--- src/rtl/jump_redirect_unit_pkg.sv ---
// Shared constants and state encoding for the jump redirect unit and its target calculator.
package jump_redirect_unit_pkg;

    localparam int   BITS32   = 32;
    localparam logic TRUE     = 1'b1;
    localparam logic FALSE    = 1'b0;
    localparam int   LINK_INC = 4;

    typedef enum logic [1:0] {
        JRU_IDLE     = 2'd0,
        JRU_REDIRECT = 2'd1,
        JRU_FLUSH    = 2'd2
    } jru_state_e;

endpackage

--- src/rtl/jump_redirect_unit_target_calc.sv ---
// Combinational JAL/JALR target selection with JALR bit-0 clear and word-alignment check.
module jump_target_calc
    import jump_redirect_unit_pkg::*;
#(
    parameter int XLEN = BITS32
) (
    input  logic            ex_jal,
    input  logic [XLEN-1:0] ex_pc,
    input  logic [XLEN-1:0] ex_jump_off,
    input  logic [XLEN-1:0] ex_rs1,
    input  logic [XLEN-1:0] ex_imm_i,
    output logic [XLEN-1:0] target,
    output logic            misaligned
);

    logic [XLEN-1:0] jal_sum;
    logic [XLEN-1:0] jalr_sum;

    assign jal_sum  = ex_pc + ex_jump_off;
    assign jalr_sum = ex_rs1 + ex_imm_i;

    // JAL wins when both decode flags are set; the caller gates on jal|jalr.
    assign target     = ex_jal ? jal_sum : {jalr_sum[XLEN-1:1], 1'b0};
    assign misaligned = target[1];

endmodule

--- src/rtl/jump_redirect_unit.sv ---
// Execute-stage jump handling: captures the jump target and link value, redirects fetch, then flushes.
module jump_redirect_unit
    import jump_redirect_unit_pkg::*;
#(
    parameter int XLEN        = BITS32,
    parameter int FLUSH_DEPTH = 2
) (
    input  logic            clk,
    input  logic            reset,
    input  logic            ex_valid,
    input  logic            ex_jal,
    input  logic            ex_jalr,
    input  logic [XLEN-1:0] ex_pc,
    input  logic [XLEN-1:0] ex_jump_off,
    input  logic [XLEN-1:0] ex_rs1,
    input  logic [XLEN-1:0] ex_imm_i,
    output logic            redir_valid,
    input  logic            redir_ready,
    output logic [XLEN-1:0] redir_target,
    output logic            link_valid,
    output logic [XLEN-1:0] link_data,
    output logic            flush,
    output logic            ex_stall,
    output logic            misalign
);

    localparam int CNT_W = (FLUSH_DEPTH > 1) ? $clog2(FLUSH_DEPTH) : 1;

    jru_state_e       state, state_n;
    logic [CNT_W-1:0] cnt, cnt_n;
    logic             link_pend;
    logic             misalign_q;
    logic [XLEN-1:0]  target;
    logic             target_misaligned;
    logic             jump;
    logic             capture;
    logic             trap;

    jump_target_calc #(
        .XLEN (XLEN)
    ) u_target_calc (
        .ex_jal      (ex_jal),
        .ex_pc       (ex_pc),
        .ex_jump_off (ex_jump_off),
        .ex_rs1      (ex_rs1),
        .ex_imm_i    (ex_imm_i),
        .target      (target),
        .misaligned  (target_misaligned)
    );

    assign jump    = ex_valid & (ex_jal | ex_jalr);
    assign capture = (state == JRU_IDLE) & jump & ~target_misaligned;
    assign trap    = (state == JRU_IDLE) & jump & target_misaligned;

    always_ff @(posedge clk or posedge reset) begin
        if (reset) begin
            state      <= JRU_IDLE;
            cnt        <= '0;
            link_pend  <= FALSE;
            misalign_q <= FALSE;
        end else begin
            state      <= state_n;
            cnt        <= cnt_n;
            link_pend  <= capture;
            misalign_q <= trap;
        end
    end

    // Target and link are held from capture until the next capture.
    always_ff @(posedge clk or posedge reset) begin
        if (reset) begin
            redir_target <= '0;
            link_data    <= '0;
        end else if (capture) begin
            redir_target <= target;
            link_data    <= ex_pc + XLEN'(LINK_INC);
        end
    end

    always_comb begin
        state_n     = state;
        cnt_n       = cnt;
        redir_valid = FALSE;
        flush       = FALSE;
        ex_stall    = FALSE;
        case (state)
            JRU_IDLE: begin
                if (capture) state_n = JRU_REDIRECT;
            end
            JRU_REDIRECT: begin
                redir_valid = TRUE;
                flush       = TRUE;
                ex_stall    = TRUE;
                if (redir_ready) begin
                    cnt_n   = CNT_W'(FLUSH_DEPTH - 1);
                    state_n = JRU_FLUSH;
                end
            end
            JRU_FLUSH: begin
                flush = TRUE;
                if (cnt == '0) state_n = JRU_IDLE;
                else           cnt_n   = cnt - 1'b1;
            end
            default: state_n = JRU_IDLE;
        endcase
    end

    assign link_valid = link_pend;
    assign misalign   = misalign_q;

endmodule
--- config.mk ---
export PLATFORM = sky130hd
export DESIGN_NAME = jump_redirect_unit
export DESIGN_NICKNAME = d
export VERILOG_FILES = /design/src/rtl/jump_redirect_unit_pkg.sv /design/src/rtl/jump_redirect_unit_target_calc.sv /design/src/rtl/jump_redirect_unit.sv
export SDC_FILE = /design/constraint.sdc
export NUM_CORES = 1
export LEC_CHECK = 0
export BUFFER_PORTS_ARGS = -buffer_cell sky130_fd_sc_hd__buf_2
export CAP_MARGIN = 20
export CORE_ASPECT_RATIO = 1.4
export CORE_MARGIN = 2
export CORE_UTILIZATION = 58
export CTS_CLUSTER_DIAMETER = 100
export DETAILED_ROUTE_END_ITERATION = 16
export PLACE_DENSITY = 0.93
export SLEW_MARGIN = 20
export SYNTH_ARGS = -nofsm -noshare
export SYNTH_HDL_FRONTEND = slang
export SYNTH_HIERARCHICAL = 1
export SYNTH_SLANG_ARGS = --single-unit
--- constraint.sdc ---
create_clock -name clk -period 4.06 [get_ports clk]
set_input_delay 0.203 -clock clk [delete_from_list [all_inputs] [get_ports clk]]
set_output_delay 0.203 -clock clk [all_outputs]
set_load 0.05 [all_outputs]
### Word-level counts from Yosys, hierarchy flattened

Cells that the tools add are included.

| operators by class | value |
|---|---|
| reduce and logical (&&, ||, !) cells | 5 |
| bitwise gates (word level) | 6 |
| equal/unequal tests | 5 |
| add/sub/neg operators | 4 |
| muxes and demuxes | 10 |

Operator list:

| cell | number |
|---|---|
| $add A32 B32 Y32 | 2 |
| $add A32 B3 Y32 const B | 1 |
| $mux W32 | 1 |
| $mux W2 | 3 |
| $ne A2 B2 Y1 const B | 3 |
| $pmux W2 S3 | 1 |
| $and A1 B1 Y1 | 4 |
| $mux W1 | 4 |
| $reduce_and A3 Y1 | 1 |
| $eq A2 B1 Y1 const B | 1 |
| $eq A2 B2 Y1 const B | 1 |
| $logic_not A2 Y1 | 1 |
| $pmux W1 S2 | 1 |
| $reduce_and A2 Y1 | 1 |
| $reduce_bool A2 Y1 | 1 |
| $reduce_or A2 Y1 | 1 |
| $not A1 Y1 | 1 |
| $or A1 B1 Y1 | 1 |
| $sub A1 B1 Y1 const B | 1 |

| storage, ports and cells | value |
|---|---|
| bits of input ports | 134 |
| bits in registers | 69 |
| output and inout bits | 69 |
| logic and storage cells | 36 |

### Longest topological paths before layout

| depth | value |
|---|---|
| depth after elaboration | 6 |
| gate-level depth with buffers | 13 |

### Modules after synthesis

Netlist, hierarchy kept.

Modules (own cells, without submodules):

| module | area an instance (um2) | instances | cells each |
|---|---|---|---|
| jump_target_calc | 3,597.2 | 1 | 521 |
| jump_redirect_unit | 3,278.1 | 1 | 366 |

### Least setup slack after synthesis

Ideal clock, no wire load.

| timing path | value |
|---|---|
| path kind | input -> register |
| start | in ex_pc[0] |
| end | reg redir_target[30] |
| setup time | 0.118 ns |
| cell stages on the path | 13 |
| arrival | 2.506 ns |
| setup slack | 1.436 ns |
| path through | ha_1 fa_1 a211oi_2 o21ai_1 o211ai_2 o21ai_1 a31oi_1 o21ai_1 a41oi_1 xor2_1 mux2i_1 nand2_1 nand2_1 |

| on the way | value |
|---|---|
| elaborated cells between the ends (all ways) | 4 |
| those cells by class | add/sub: 1; mux: 1; bitwise: 2 |

RTL lines:

| what | RTL line | source |
|---|---|---|
| from (decl) | jump_redirect_unit.sv:13 | `input logic [XLEN-1:0] ex_pc,` |
| $add A32 B32 Y32 | jump_redirect_unit_target_calc.sv:19 | `assign jal_sum = ex_pc + ex_jump_off;` |
| $mux W32 | jump_redirect_unit_target_calc.sv:23 | `assign target = ex_jal ? jal_sum : {jalr_sum[XLEN-1:1], 1'b0};` |
| via target[30] | jump_redirect_unit.sv:33 | `logic [XLEN-1:0] target;` |
| to (signal assigned) | jump_redirect_unit.sv:75 | `redir_target <= target;` |
| to (decl) | jump_redirect_unit.sv:19 | `output logic [XLEN-1:0] redir_target,` |

The timed path passes the listed nets, and every way through them passes these cells.
A chain may end at the register's enable or synchronous reset.

### Worst setup path after layout

Same ends and word-level chain as after synthesis.

==> flow_metrics.tcl <==
set metrics [dict create \
    worst_pin_slew_ns 0.916 \
    layout_common_cells "buf_2, nand2_1, dfrtp_1" \
    synth_top_flop_cell "dfrtp_1" \
    std_cell_rows 47 \
    dp_hpwl_um 15300 \
    cpLargestDelayFamily "compound AO/OA/AOI/OAI gates" \
    vias 7314 \
    p_leak_nw 4.07 \
    ios 203 \
    cp_num_buf_inv 1 \
    die-area_um2 12800 \
    drive_gt1_share_pct 22.4 \
    start_util_pct 58.8 \
    drt_iter0_drc 555 \
    cp.required_ns 4.28 \
    cts_buffers 9 \
    fin_skew_ns 0.00700 \
    syn_to_final_growth_pct 19.6 \
    avgSynthCellArea_um2 7.75 \
    drv_slew 0 \
    clkTransAtPathRegs_ns 0.06 \
    clk_latency_ns 0.34 \
    synthArstFlopShare_pct 100 \
    p_clk_share_pct 16.9 \
    fmax_ghz 0.351 \
    cts_buffer_depth 2 \
    final_util_pct 70.3 \
    syn_area_um2 6880 \
    fillerInstances 985 \
    critPathCaptureType "flop" \
    synth_nets 1090 \
    cp_slowest_stage_delay_ns 0.45 \
    numPortBuffers 202 \
    min_period_over_period_pct 70.2 \
    pwr-share-comb_pct 57.8 \
    synth_warnings 6 \
    crit_path_start_kind "input port" \
    min_period_ns 2.85 \
    power_density_nw_per_um2 569 \
    grt_remaining_overflow 0 \
    p_seq_share_pct 25.3 \
    timing.hold.ws_ns -0.0147 \
    grt_max_degree 68 \
    outcome "finished with violations" \
    critPathMostFrequentCell "o21ai_1" \
    setup_violations 0 \
    p_int_mw 2.21 \
    clock-root-buffer "clkbuf_16" \
    routed_wl_um 19300 \
    worstPathCellList "buf_2 -> ha_1 -> fa_1 -> a211oi_2 -> o21ai_1 -> o211ai_2 -> o21ai_1 -> a31oi_1 -> o21ai_1 -> a41oi_1 -> xor2_1 -> mux2i_1 -> nand2_1 -> nand2_1" \
    grt_pass1_vias 6799 \
    register_area_um2 1730 \
    dieHeight_um 133 \
    yosysSeqAreaShare_pct 25.1 \
    tns_ns 0 \
    via_per_inst 6.02 \
    swShare_pct 52.8 \
    first_pass_iters 6 \
    grt_antenna_before_repair 0 \
    p_sw_mw 2.47 \
    postCtsSetupBuffers 0 \
    peakVddDrop_mv 0.417 \
    r2r-start "state[0]$_DFFE_PP0P_" \
    crit_slowest_cell "fa_1" \
    path_max_fanout 4 \
    cts_max_level 3 \
    cts_sinks 69 \
    layout.nets 1265 \
    remaining_drc_errors 0 \
    die_x_um 96.0 \
    cts_hold_buf 0 \
    core-area_um2 11700 \
    antennaDiodeCount 0 \
    failed_checks "hold timing" \
    cap_violations 0 \
    arrival_ns 3.07 \
    synth_edf_count 0 \
    critPathKind "input port to flop" \
    ys_ff_latch 69 \
    cts_resized 0 \
    syn_inst 887 \
    grt.total_usage_pct 29.9 \
    tritoncts "done" \
    cp-startpoint "ex_pc[0]" \
    multi_input_area_um2 4920 \
    synth_cell_types 71 \
    finalHoldViolCount 8 \
    hold_class "input port to async pin" \
    antenna_left 0 \
    rsz0062_at_grt "no" \
    routedWlPerCell_um 15.9 \
    max_slew_margin_pct 38.9 \
    grt_first_pass_wirelength_um 30700 \
    mostFrequentLayoutCell "buf_2" \
    place_congestion 1.00 \
]
[power groups by stage]
stage / logic, mW / clock network [mW] / registers (mW)
after floorplan: 0.999 / 0 / 2.24
after global placement: 2.64 / 0 / 1.18
after detailed placement: 2.70 / 0 / 1.19
after CTS: 2.70 / 0.797 / 1.18
after global routing: 2.90 / 0.819 / 1.22
final: 2.70 / 0.789 / 1.18
[cell type report]
class	instances	area share [%]
Tap cell	147	2.24
Clock buffer	9	2.74
Timing Repair Buffer	205	12.6
Sequential cell	69	21.0
Inverter	15	0.700
Clock inverter	7	0.913
Multi-Input combinational cell	762	59.8
[through the flow]
stage / hold slack (ns) / power (mW) / instances / setup WS (ns) / instance area (um2)
finish: -0.0147 / 4.68 / 1214 / 1.21 / 8220
global route: 0.0591 / 4.94 / 1214 / 1.04 / 8220
CTS: 0.00694 / 4.68 / 1214 / 1.27 / 8220
detailed placement: 0.369 / 3.89 / 1198 / 0.951 / 7920
global placement: 0.365 / 3.82 / 1198 / 1.02 / 7920
floorplan: 0.308 / 3.24 / 887 / 1.44 / 6880
[per-layer routing]
| layer | track usage [%] | share of wire, % |
|---|---|---|
| met2 | 50.8 | 49 |
| met3 | 2.68 | 5.5 |
| met5 | 0 | 0 |
| met1 | 36.2 | 40 |
| met4 | 16.7 | 5.1 |
[Yosys cell counts (7+ instances only)]
master	instances	area [um2]
a211oi_1	10	75.1
a21o_1	29	218
a21oi_1	66	330
a31oi_1	20	125
and3_1	15	93.8
clkbuf_1	30	113
dfrtp_1	69	1730
ha_1	67	838
inv_1	14	52.6
mux2i_1	8	80.1
nand2_1	178	668
nand3_1	31	155
nand4_1	16	100
nor2_1	56	210
nor2b_1	10	62.6
nor3_1	12	60.1
o21ai_0	44	220
o21ai_1	13	65.1
o21bai_1	8	60.1
o31ai_1	13	97.6
or3_1	7	43.8
or4_1	13	97.6
xnor2_1	28	245
xor2_1	37	324
[kinds of logic (layout without fill, tap and decap cells)]
family	count (synthesis)	count (layout)	synth area share (%)
adder cells (fa/ha/maj)	69	69	12.8
AO/OA/AOI/OAI	250	250	23.7
XOR/XNOR	65	65	8.28
flip-flops	69	69	25.1
multiplexers	11	11	1.66
buffers and inverters	56	236	3.35
AND/OR/NAND/NOR	367	367	25.1
[worst paths after layout]
| kind | to | depth (start not counted) | slack [ns] |
|---|---|---|---|
| min reg2reg | redir_target[5]$_DFFE_PP0P_ | 2 | 0.47 |
| min | link_data[2]$_DFFE_PP0P_ | 2 | -0.01 |
| min in group clk | link_data[0]$_DFFE_PP0P_ | 3 | 0.09 |
| max in group asynchronous | redir_target[26]$_DFFE_PP0P_ | 3 | 3.13 |
| max reg2reg | link_data[16]$_DFFE_PP0P_ | 7 | 1.74 |
| max | redir_target[30]$_DFFE_PP0P_ | 14 | 1.21 |
[flip-flops by register name (all words and copies together), names as in the netlist]
register	cells
link_data	32
redir_target	32
state	2
cnt	1
link_valid	1
misalign	1
Note: power is estimated with default switching activity, not from simulation.
